`src/rtl/uart_pkg.sv`:
```
// Shared definitions for the UART transmit path: FSM states, parity modes
// and the default bit period for a 100 MHz clock at 115200 baud.
package uart_pkg;

    typedef enum logic [2:0] {
        ST_IDLE,
        ST_LATCH,
        ST_START,
        ST_DATA,
        ST_PARITY,
        ST_STOP
    } uart_tx_state_t;

    localparam int unsigned PAR_NONE = 0;
    localparam int unsigned PAR_ODD  = 1;
    localparam int unsigned PAR_EVEN = 2;

    localparam int unsigned DEFAULT_CLKS_PER_BIT = 868;

endpackage

```
`src/rtl/fifo_uart_tx.sv`:
```
// UART transmitter draining a standard-mode byte FIFO: pops one byte,
// serialises it LSB-first with optional parity and 1 or 2 stop bits.
module fifo_uart_tx
    import uart_pkg::*;
#(
    parameter int unsigned CLKS_PER_BIT = DEFAULT_CLKS_PER_BIT,
    parameter int unsigned DATA_BITS    = 8,
    parameter int unsigned PARITY       = PAR_NONE,
    parameter int unsigned STOP_BITS    = 1
) (
    input  logic        uart_tx_clk,
    input  logic        reset,
    input  logic        enable,
    input  logic [7:0]  fifo_dout,
    input  logic        fifo_empty,
    output logic        fifo_rd_en,
    output logic        uart_txd,
    output logic        busy,
    output logic [15:0] frame_count
);

    if (CLKS_PER_BIT < 2) begin : g_bad_clks_per_bit
        $error("fifo_uart_tx: CLKS_PER_BIT must be >= 2");
    end
    if (DATA_BITS < 5 || DATA_BITS > 8) begin : g_bad_data_bits
        $error("fifo_uart_tx: DATA_BITS must be in 5..8");
    end
    if (PARITY > PAR_EVEN) begin : g_bad_parity
        $error("fifo_uart_tx: PARITY must be 0, 1 or 2");
    end
    if (STOP_BITS < 1 || STOP_BITS > 2) begin : g_bad_stop_bits
        $error("fifo_uart_tx: STOP_BITS must be 1 or 2");
    end

    localparam int unsigned CNT_W     = $clog2(CLKS_PER_BIT);
    localparam logic [CNT_W-1:0] CNT_LAST  = CNT_W'(CLKS_PER_BIT - 1);
    localparam logic [2:0]       DATA_LAST = 3'(DATA_BITS - 1);
    localparam logic [2:0]       STOP_LAST = 3'(STOP_BITS - 1);

    uart_tx_state_t         state;
    logic [CNT_W-1:0]       bit_cnt;
    logic [2:0]             bit_idx;
    logic [DATA_BITS-1:0]   shift_reg;
    logic                   par_bit;
    logic [DATA_BITS-1:0]   rx_byte;
    logic                   bit_done;

    assign rx_byte  = fifo_dout[DATA_BITS-1:0];
    assign bit_done = (bit_cnt == CNT_LAST);

    always_ff @(posedge uart_tx_clk) begin
        if (reset) begin
            state       <= ST_IDLE;
            bit_cnt     <= '0;
            bit_idx     <= '0;
            shift_reg   <= '0;
            par_bit     <= 1'b0;
            uart_txd    <= 1'b1;
            fifo_rd_en  <= 1'b0;
            busy        <= 1'b0;
            frame_count <= '0;
        end else begin
            fifo_rd_en <= 1'b0;
            case (state)
                ST_IDLE: begin
                    // The cycle carrying the pop strobe is still IDLE; the byte
                    // arrives one cycle later, so LATCH follows the strobe.
                    if (fifo_rd_en) begin
                        state <= ST_LATCH;
                    end else if (enable && !fifo_empty) begin
                        fifo_rd_en <= 1'b1;
                        busy       <= 1'b1;
                    end
                end
                ST_LATCH: begin
                    shift_reg <= rx_byte;
                    par_bit   <= (PARITY == PAR_ODD) ? ~^rx_byte : ^rx_byte;
                    uart_txd  <= 1'b0;
                    bit_cnt   <= '0;
                    bit_idx   <= '0;
                    state     <= ST_START;
                end
                ST_START: begin
                    if (bit_done) begin
                        bit_cnt   <= '0;
                        bit_idx   <= '0;
                        uart_txd  <= shift_reg[0];
                        shift_reg <= shift_reg >> 1;
                        state     <= ST_DATA;
                    end else begin
                        bit_cnt <= bit_cnt + 1'b1;
                    end
                end
                ST_DATA: begin
                    if (bit_done) begin
                        bit_cnt <= '0;
                        if (bit_idx == DATA_LAST) begin
                            bit_idx <= '0;
                            if (PARITY != PAR_NONE) begin
                                uart_txd <= par_bit;
                                state    <= ST_PARITY;
                            end else begin
                                uart_txd <= 1'b1;
                                state    <= ST_STOP;
                            end
                        end else begin
                            bit_idx   <= bit_idx + 1'b1;
                            uart_txd  <= shift_reg[0];
                            shift_reg <= shift_reg >> 1;
                        end
                    end else begin
                        bit_cnt <= bit_cnt + 1'b1;
                    end
                end
                ST_PARITY: begin
                    if (bit_done) begin
                        bit_cnt  <= '0;
                        bit_idx  <= '0;
                        uart_txd <= 1'b1;
                        state    <= ST_STOP;
                    end else begin
                        bit_cnt <= bit_cnt + 1'b1;
                    end
                end
                ST_STOP: begin
                    if (bit_done) begin
                        bit_cnt <= '0;
                        if (bit_idx == STOP_LAST) begin
                            bit_idx     <= '0;
                            state       <= ST_IDLE;
                            frame_count <= frame_count + 16'd1;
                            // Pop decision is taken on the way back to IDLE so the
                            // strobe lands in the first IDLE cycle (N+2 frame pitch).
                            if (enable && !fifo_empty) begin
                                fifo_rd_en <= 1'b1;
                            end else begin
                                busy <= 1'b0;
                            end
                        end else begin
                            bit_idx <= bit_idx + 1'b1;
                        end
                    end else begin
                        bit_cnt <= bit_cnt + 1'b1;
                    end
                end
                default: begin
                    state    <= ST_IDLE;
                    uart_txd <= 1'b1;
                    busy     <= 1'b0;
                    bit_cnt  <= '0;
                    bit_idx  <= '0;
                end
            endcase
        end
    end

endmodule
```
`config.mk`:
```
export PLATFORM = sky130hd
export DESIGN_NAME = fifo_uart_tx
export DESIGN_NICKNAME = d
export VERILOG_FILES = /design/src/rtl/uart_pkg.sv /design/src/rtl/fifo_uart_tx.sv
export SDC_FILE = /design/constraint.sdc
export NUM_CORES = 1
export LEC_CHECK = 0
export CAP_MARGIN = 20
export CORE_MARGIN = 2
export CORE_UTILIZATION = 30
export DETAILED_ROUTE_END_ITERATION = 16
export PLACE_DENSITY_LB_ADDON = 0.12
export SYNTH_ARGS = -nofsm -noshare
export SYNTH_HDL_FRONTEND = slang
export SYNTH_SLANG_ARGS = --single-unit
```
`constraint.sdc`:
```
create_clock -name uart_tx_clk -period 4.1 [get_ports uart_tx_clk]
set_input_delay 0.615 -clock uart_tx_clk [delete_from_list [all_inputs] [get_ports uart_tx_clk]]
set_output_delay 0.615 -clock uart_tx_clk [all_outputs]
set_load 0.005 [all_outputs]
```
==> run_summary.xml, run 1 <==
<?xml version="1.0" encoding="UTF-8"?>
<metrics>
  <group name="die">
    <metric name="coreArea" unit="um2">7330</metric>
    <metric name="rows" unit="">31</metric>
    <metric name="fp.dieArea" unit="um2">8400</metric>
    <metric name="die-width" unit="um">91.6</metric>
    <metric name="floorplan.initialDensity" unit="">0.314</metric>
    <metric name="fp.dieH" unit="um">91.6</metric>
    <metric name="floorplan.io_pins" unit="">31</metric>
  </group>
  <group name="clocking">
    <metric name="cts-root-buf" unit="">clkbuf_8</metric>
    <metric name="clkLatencyLatePin" unit="ps">290</metric>
    <metric name="cts_resized" unit="">0</metric>
    <metric name="clock_tree.htree_level_count" unit="">2</metric>
    <metric name="post_cts_buffers" unit="">0</metric>
    <metric name="cts_made_buffers" unit="">5</metric>
    <metric name="cts.sink_count" unit="">43</metric>
    <metric name="ctsLongestPathBuffers" unit="">2</metric>
    <metric name="ctsHoldBuffers" unit="">0</metric>
    <metric name="cts_tree" unit="">yes</metric>
    <metric name="cts.reportedPaths.clkPinSlew" unit="ps">80</metric>
  </group>
  <group name="sta">
    <metric name="timing.slew.headroom" unit="">0.374</metric>
    <metric name="final.min_clock_period" unit="ps">2390</metric>
    <metric name="worst_slack" unit="ps">1710</metric>
    <metric name="fin_worst_skew" unit="ps">11.6</metric>
    <metric name="timing.final.setup_violations" unit="">0</metric>
    <metric name="timing.final.crit_share" unit="">0.582</metric>
    <metric name="max_clock_freq" unit="GHz">0.419</metric>
    <metric name="grt_setup_unrepaired" unit="">no</metric>
    <metric name="tightestPinTransition" unit="ps">936</metric>
    <metric name="hold_violations" unit="">0</metric>
    <metric name="finalMaxSlewViolations" unit="">0</metric>
    <metric name="setup-tns-final" unit="ps">0</metric>
  </group>
  <group name="pwr">
    <metric name="clockPowerShare" unit="">0.227</metric>
    <metric name="share_seq_of_total_power" unit="">0.481</metric>
    <metric name="peakVddDrop" unit="V">0.000202</metric>
    <metric name="internal_power" unit="uW">727</metric>
    <metric name="power_per_cell_area" unit="nW/um2">402</metric>
    <metric name="p_sw_frac" unit="">0.340</metric>
    <metric name="cellLeakagePower" unit="uW">0.000931</metric>
    <metric name="net-switching-power" unit="uW">374</metric>
    <metric name="share_comb_of_total_power" unit="">0.292</metric>
  </group>
  <group name="synthesis">
    <metric name="combinational_family_with_the_most_area_after_synthesis" unit="">simple AND/OR/NAND/NOR gates</metric>
    <metric name="syn-num-nets" unit="">282</metric>
    <metric name="synth_compound_gate_area_share" unit="">0.211</metric>
    <metric name="synth_area_leaders" unit="">dfxtp_1 (37%), a21oi_1 (5.4%), nor2_1 (3.3%)</metric>
    <metric name="multiplexer_fraction_of_the_synthesized_cell_area" unit="">0.0451</metric>
    <metric name="yosys.area_share.adder" unit="">0.0272</metric>
    <metric name="post_synthesis_simple_gate_area_fraction" unit="">0.260</metric>
    <metric name="synthesis.area" unit="um2">2300</metric>
    <metric name="avgSynthCellArea" unit="um2">8.69</metric>
    <metric name="synth_async_sr_flop_share" unit="">0</metric>
    <metric name="ys.warnings.count" unit="">0</metric>
    <metric name="synth_enable_flop_cells" unit="">0</metric>
    <metric name="synth_xor_area_frac" unit="">0.0418</metric>
    <metric name="synth_cells" unit="">265</metric>
    <metric name="synth_seq_area_share" unit="">0.374</metric>
    <metric name="yosysUniqueCellTypes" unit="">52</metric>
    <metric name="synthDominantCellAreaShare" unit="">0.374</metric>
    <metric name="ys_seq_elements" unit="">43</metric>
    <metric name="post-synth-top-area-cell" unit="">dfxtp_1</metric>
    <metric name="ys_dominant_reg_cell" unit="">dfxtp_1</metric>
  </group>
  <group name="global_route">
    <metric name="grt_antenna_before_repair" unit="">0</metric>
    <metric name="grt.total_usage" unit="">0.137</metric>
    <metric name="grt_max_degree" unit="">27</metric>
    <metric name="grt_pass1_vias" unit="">1917</metric>
    <metric name="globalRouteOverflowTotal" unit="">0</metric>
    <metric name="grt_first_pass_wirelength" unit="um">9520</metric>
  </group>
  <group name="placement">
    <metric name="place.port_buffers" unit="">30</metric>
    <metric name="place.detailed.hpwl" unit="um">3870</metric>
    <metric name="gp_congestion" unit="">0.768</metric>
    <metric name="post-place-ws" unit="ps">1740</metric>
  </group>
  <group name="route">
    <metric name="route.antenna.remaining_nets" unit="">0</metric>
    <metric name="routed_wl" unit="um">5450</metric>
    <metric name="drcViolationCount" unit="">0</metric>
    <metric name="initialDrtViolationCount" unit="">81</metric>
    <metric name="detail_route.wl_per_cell" unit="um">14.1</metric>
    <metric name="num_vias" unit="">2029</metric>
    <metric name="drt-vias-per-instance" unit="">5.26</metric>
    <metric name="drt_pre_antenna_iters" unit="">4</metric>
  </group>
  <group name="critical_path">
    <metric name="critical_path.max_stage_delay" unit="ps">660</metric>
    <metric name="worst-path-max-fanout" unit="">17</metric>
    <metric name="crit_start" unit="">bit_idx[0]</metric>
    <metric name="worstPathCellList" unit="">inv_1 -&gt; ha_1 -&gt; nor2b_1 -&gt; nand4_1 -&gt; or4_1 -&gt; a21oi_1</metric>
    <metric name="master_of_the_slowest_instance_on_the_critical_path" unit="">or4_1</metric>
    <metric name="critical_path.reg2reg.startpoint" unit="">bit_idx[0]</metric>
    <metric name="timing.critical_path.arrival" unit="ps">2620</metric>
    <metric name="cp_top_family" unit="">simple AND/OR/NAND/NOR gates</metric>
    <metric name="kind_of_critical_path" unit="">flop to flop</metric>
    <metric name="startpoint_type" unit="">flop</metric>
    <metric name="worst-endpoint-required" unit="ps">4330</metric>
    <metric name="timing.critical_path.buf_inv" unit="">1</metric>
    <metric name="cp-end-kind" unit="">flop</metric>
  </group>
  <group name="finish">
    <metric name="antennaDiodeCount" unit="">0</metric>
    <metric name="drive_above_1_share" unit="">0.0523</metric>
    <metric name="area_growth_syn_to_layout" unit="%">18.7</metric>
    <metric name="design.final.nets" unit="">305</metric>
    <metric name="largest_reg_flops" unit="">16</metric>
  </group>
  <group name="flow_run">
    <metric name="max_cap_viols" unit="">0</metric>
  </group>
  <group name="worst_hold_path">
    <metric name="hold_path.startpoint" unit="">bit_cnt[1]</metric>
    <metric name="min-delay-path-class" unit="">flop to flop</metric>
  </group>
  <group name="outcome">
    <metric name="status" unit="">complete, no violations</metric>
  </group>
</metrics>
area by class of cell:
| type | count | area, um2 |
|---|---|---|
| Inverter | 6 | 22.5 |
| Multi-Input combinational cell | 201 | 1350 |
| Sequential cell | 43 | 861 |
| Tap cell | 99 | 124 |
| Clock buffer | 6 | 72.6 |
| Timing Repair Buffer | 31 | 308 |
| Fill cell | 745 | 4600 |
worst register-to-register path, stage by stage, from the launching register on:
cell	delay, ps
dfxtp_1	330
inv_1	80
ha_1	200
nor2b_1	380
nand4_1	540
or4_1	670
a21oi_1	140
Yosys cell counts, types with 8 or more instances:
cell type,instances
a21oi_1,25
a311oi_1,8
clkbuf_1,11
dfxtp_1,43
nand2_1,15
nand3_1,8
nand4_1,8
nor2_1,20
o21ai_0,10
xor2_1,8
cells in the final DEF (no fill, tap or decap), drive strengths merged, types with 3 or more instances in the layout:
| cell | synthesis | layout |
|---|---|---|
| a21oi | 25 | 25 |
| dfxtp | 43 | 43 |
| nor2 | 20 | 20 |
| a31oi | 3 | 3 |
| nand4 | 8 | 8 |
| or3 | 7 | 7 |
| o21ai | 10 | 10 |
| o31ai | 7 | 7 |
| nand3 | 8 | 8 |
| nand2 | 15 | 15 |
| clkdlybuf4s50 | 0 | 30 |
| clkbuf | 11 | 6 |
| mux2i | 7 | 7 |
| nand4b | 4 | 4 |
| xnor2 | 3 | 3 |
| nor2b | 7 | 7 |
| and3 | 4 | 4 |
| nand2b | 3 | 3 |
| inv | 6 | 6 |
| or4 | 8 | 8 |
| mux2 | 3 | 3 |
| ha | 5 | 5 |
| nor3 | 5 | 5 |
| nor4 | 4 | 4 |
| xor2 | 8 | 8 |
| a311oi | 8 | 8 |
per-layer routing:
| metal | up-vias | routed length [um] | track usage |
|---|---|---|---|
| li1 | 1041 | - | - |
| met1 | 954 | 2830 | 0.200 |
| met2 | 29 | 2410 | 0.206 |
| met3 | 5 | 164 | 0.0279 |
| met4 | 0 | 51 | 0.0366 |
| met5 | - | 0 | 0 |
stage by stage:
step | hold slack, ps | cells | instance area, um2 | total power (uW) | util
2_1_floorplan | 444 | 265 | 2300 | 786 | -
3_3_place_gp | 454 | 380 | 2660 | 862 | 0.363
3_5_place_dp | 462 | 380 | 2660 | 863 | 0.363
4_1_cts | 473 | 386 | 2740 | 1120 | 0.373
5_1_grt | 511 | 386 | 2740 | 1190 | 0.373
6_report | 469 | 386 | 2740 | 1100 | 0.373
final timing paths:
path	cells past startpoint	end	slack, ps
worst max-delay path	6	frame_count[6]	1710
worst min-delay path	2	bit_cnt[1]	470
worst max register to register	6	frame_count[6]	1710
worst min register to register	2	bit_cnt[1]	470
cells by family (layout without fill, tap and decap cells):
logic type	count (synthesis)	after routing
adder cells (fa/ha/maj)	5	5
multiplexers	10	10
AO/OA/AOI/OAI	70	70
buffers and inverters	21	43
AND/OR/NAND/NOR	105	105
XOR/XNOR	11	11
flip-flops	43	43
power by group through the flow:
stage / Sequential [uW] / Combinational (uW) / Clock (uW)
detailed placement: 540 / 323 / 0
global route: 541 / 364 / 284
global placement: 541 / 322 / 0
CTS: 530 / 324 / 265
floorplan: 499 / 287 / 0
finish: 530 / 322 / 249
(Power assumes the default switching activity.)
==> run 2, diff against run 1 <==
==> constraint.sdc (replaced) <==
create_clock -name uart_tx_clk -period 2.2 [get_ports uart_tx_clk]
set_input_delay 0.33 -clock uart_tx_clk [delete_from_list [all_inputs] [get_ports uart_tx_clk]]
set_output_delay 0.33 -clock uart_tx_clk [all_outputs]
set_load 0.005 [all_outputs]
==> run 2 against run 1 <==
Flip-flop and latch count did not move. Wire length rose by 4.6%. Sequential power increased by 75%. Cell count up 5.2%. Maximum frequency increased by 18%. Register-to-register slack worse by 1500 ps. Final area grew 6.2%. Combinational power up 130%. Critical path depth unchanged. Sequential share of layout area down 1.8 points. Global-route usage grew 0.59 points. Critical path type unchanged.
==> run_summary.xml, run 2 (synthesis gave the netlist of run 1 again) <==
<?xml version="1.0" encoding="UTF-8"?>
<metrics>
  <group name="sta">
    <metric name="fin_worst_skew" unit="ps">6.63</metric>
    <metric name="setup-tns-final" unit="ps">0</metric>
    <metric name="final.min_clock_period" unit="ps">2030</metric>
    <metric name="tightestPinTransition" unit="ps">414</metric>
    <metric name="finalMaxSlewViolations" unit="">0</metric>
    <metric name="grt_setup_unrepaired" unit="">no</metric>
    <metric name="worst_slack" unit="ps">174</metric>
    <metric name="max_clock_freq" unit="GHz">0.494</metric>
    <metric name="hold_violations" unit="">0</metric>
    <metric name="timing.final.setup_violations" unit="">0</metric>
    <metric name="timing.final.crit_share" unit="">0.921</metric>
    <metric name="timing.slew.headroom" unit="">0.722</metric>
  </group>
  <group name="pwr">
    <metric name="share_seq_of_total_power" unit="">0.413</metric>
    <metric name="peakVddDrop" unit="V">0.000377</metric>
    <metric name="cellLeakagePower" unit="uW">0.00103</metric>
    <metric name="net-switching-power" unit="uW">738</metric>
    <metric name="internal_power" unit="uW">1500</metric>
    <metric name="power_per_cell_area" unit="nW/um2">772</metric>
    <metric name="p_sw_frac" unit="">0.329</metric>
    <metric name="share_comb_of_total_power" unit="">0.337</metric>
    <metric name="clockPowerShare" unit="">0.250</metric>
  </group>
  <group name="route">
    <metric name="routed_wl" unit="um">5710</metric>
    <metric name="drcViolationCount" unit="">0</metric>
    <metric name="drt_pre_antenna_iters" unit="">4</metric>
    <metric name="route.antenna.remaining_nets" unit="">0</metric>
    <metric name="detail_route.wl_per_cell" unit="um">14.1</metric>
    <metric name="initialDrtViolationCount" unit="">142</metric>
    <metric name="num_vias" unit="">2123</metric>
    <metric name="drt-vias-per-instance" unit="">5.23</metric>
  </group>
  <group name="outcome">
    <metric name="status" unit="">complete, no violations</metric>
  </group>
  <group name="finish">
    <metric name="layout_commonest_cell" unit="">dfxtp_1</metric>
    <metric name="antennaDiodeCount" unit="">0</metric>
    <metric name="n_fill_cell" unit="">729</metric>
    <metric name="drive_above_1_share" unit="">0.117</metric>
    <metric name="design.final.nets" unit="">323</metric>
    <metric name="area_growth_syn_to_layout" unit="%">26.1</metric>
    <metric name="mostFrequentLayoutCells" unit="">dfxtp_1 (43), clkdlybuf4s50_1 (30), a21oi_1 (25)</metric>
    <metric name="largest_reg_flops" unit="">16</metric>
  </group>
  <group name="critical_path">
    <metric name="kind_of_critical_path" unit="">flop to flop</metric>
    <metric name="worst-path-max-fanout" unit="">17</metric>
    <metric name="worst-r2r-cell-count" unit="">6</metric>
    <metric name="worst_r2r_endpoint" unit="">frame_count[6]</metric>
    <metric name="cp-end-kind" unit="">flop</metric>
    <metric name="critical_path.reg2reg.startpoint" unit="">bit_cnt[0]</metric>
    <metric name="timing.reg2reg.setup_slack" unit="ps">170</metric>
    <metric name="master_of_the_slowest_instance_on_the_critical_path" unit="">or4_1</metric>
    <metric name="startpoint_type" unit="">flop</metric>
    <metric name="worst-endpoint-required" unit="ps">2430</metric>
    <metric name="timing.critical_path.arrival" unit="ps">2260</metric>
    <metric name="worstPathCellList" unit="">ha_1 -&gt; and4b_1 -&gt; nand4_1 -&gt; buf_4 -&gt; or4_1 -&gt; a21oi_1</metric>
    <metric name="critical_path.max_stage_delay" unit="ps">510</metric>
  </group>
  <group name="clocking">
    <metric name="ctsLongestPathBuffers" unit="">2</metric>
    <metric name="cts.sink_count" unit="">43</metric>
    <metric name="clock_tree.htree_level_count" unit="">2</metric>
    <metric name="cts-root-buf" unit="">clkbuf_8</metric>
    <metric name="cts_made_buffers" unit="">5</metric>
    <metric name="cts.reportedPaths.clkPinSlew" unit="ps">80</metric>
    <metric name="cts_tree" unit="">yes</metric>
    <metric name="clkLatencyLatePin" unit="ps">300</metric>
    <metric name="post_cts_buffers" unit="">0</metric>
  </group>
  <group name="worst_hold_path">
    <metric name="hold_path.startpoint" unit="">bit_cnt[1]</metric>
    <metric name="worst_hold_path.endpoint" unit="">bit_cnt[1]</metric>
    <metric name="whs_path_depth" unit="">2</metric>
    <metric name="min-delay-path-class" unit="">flop to flop</metric>
  </group>
  <group name="die">
    <metric name="floorplan.initialDensity" unit="">0.314</metric>
    <metric name="die-width" unit="um">91.6</metric>
    <metric name="floorplan.io_pins" unit="">31</metric>
    <metric name="rows" unit="">31</metric>
    <metric name="fp.dieH" unit="um">91.6</metric>
    <metric name="coreArea" unit="um2">7330</metric>
    <metric name="fp.dieArea" unit="um2">8400</metric>
  </group>
  <group name="global_route">
    <metric name="grt_max_degree" unit="">20</metric>
    <metric name="globalRouteOverflowTotal" unit="">0</metric>
    <metric name="grt.total_usage" unit="">0.143</metric>
    <metric name="grt_first_pass_wirelength" unit="um">9830</metric>
    <metric name="grt_antenna_before_repair" unit="">0</metric>
    <metric name="grt_pass1_vias" unit="">1983</metric>
  </group>
  <group name="flow_run">
    <metric name="max_cap_viols" unit="">0</metric>
  </group>
  <group name="placement">
    <metric name="place.port_buffers" unit="">30</metric>
    <metric name="post-place-ws" unit="ps">150</metric>
    <metric name="gp_congestion" unit="">0.777</metric>
    <metric name="place.detailed.hpwl" unit="um">4220</metric>
  </group>
</metrics>
==> run 2: cell types whose count changed in the layout (fill, tap and decap cells not counted) <==
cell / previous run / this run
nor4_2: 0 / 1
clkbuf_8: 5 / 7
nor4_1: 4 / 3
buf_4: 1 / 19
==> run 2: final cells by class <==
cell class,instances,area (um2),share of cell area
multi-input cells,201,1350,0.466
flip-flops and latches,43,861,0.296
repair buffers,49,443,0.153
well taps,99,124,0.0427
clock buffers,8,100,0.0345
inverters,6,22.5,0.00776
==> run 2: stage by stage <==
step                area, um2  power, uW  hold WS [ps]  std cells  utilization
floorplan                2300       1470           444        265            -
global placement         2800       1700           455        398        0.382
detailed placement       2800       1700           467        398        0.382
CTS                      2900       2270           478        406        0.395
global route             2900       2400           510        406        0.396
finish                   2900       2240           472        406        0.396
==> run 2: per-layer routing <==
layer,vias up,wire length (um),GRT usage
met5,-,0,0
met4,0,79,0.0455
met3,8,215,0.0296
met2,37,2610,0.229
met1,991,2800,0.193
li1,1087,-,-
==> run 2: what timing repair did <==
| item | CTS | global route |
|---|---|---|
| gates resized for setup | 0 | 1 |
| hold buffers | 0 | 0 |
| endpoints found under the setup margin | 0 | 1 |
| endpoints found under the hold margin | 0 | 0 |
==> run 2: how the worst max path moves through the flow <==
stage,from,endpoint,cells past startpoint
6_report,bit_cnt[0],frame_count[6],6
5_1_grt,bit_cnt[0],frame_count[15],5
3_3_place_gp,bit_cnt[0],frame_count[15],5
2_1_floorplan,bit_cnt[0],frame_count[4],5
4_1_cts,bit_cnt[0],frame_count[15],5
3_5_place_dp,bit_cnt[0],frame_count[15],5
==> run 2: power groups by stage <==
stage	clock (uW)	sequential [uW]	combinational [uW]
3_3_place_gp	0	943	757
4_1_cts	587	926	761
6_report	561	925	755
3_5_place_dp	0	943	757
2_1_floorplan	0	931	535
5_1_grt	620	938	839
==> run 2: worst max-delay path: cells and delay by family, from the launching register on <==
family | cells | cell delay (ps)
AOI/OAI and AO/OA | 1 | 150
adders and majority gates | 1 | 270
buffers and inverters | 1 | 210
DFF | 1 | 360
and+or+nand+nor | 3 | 960
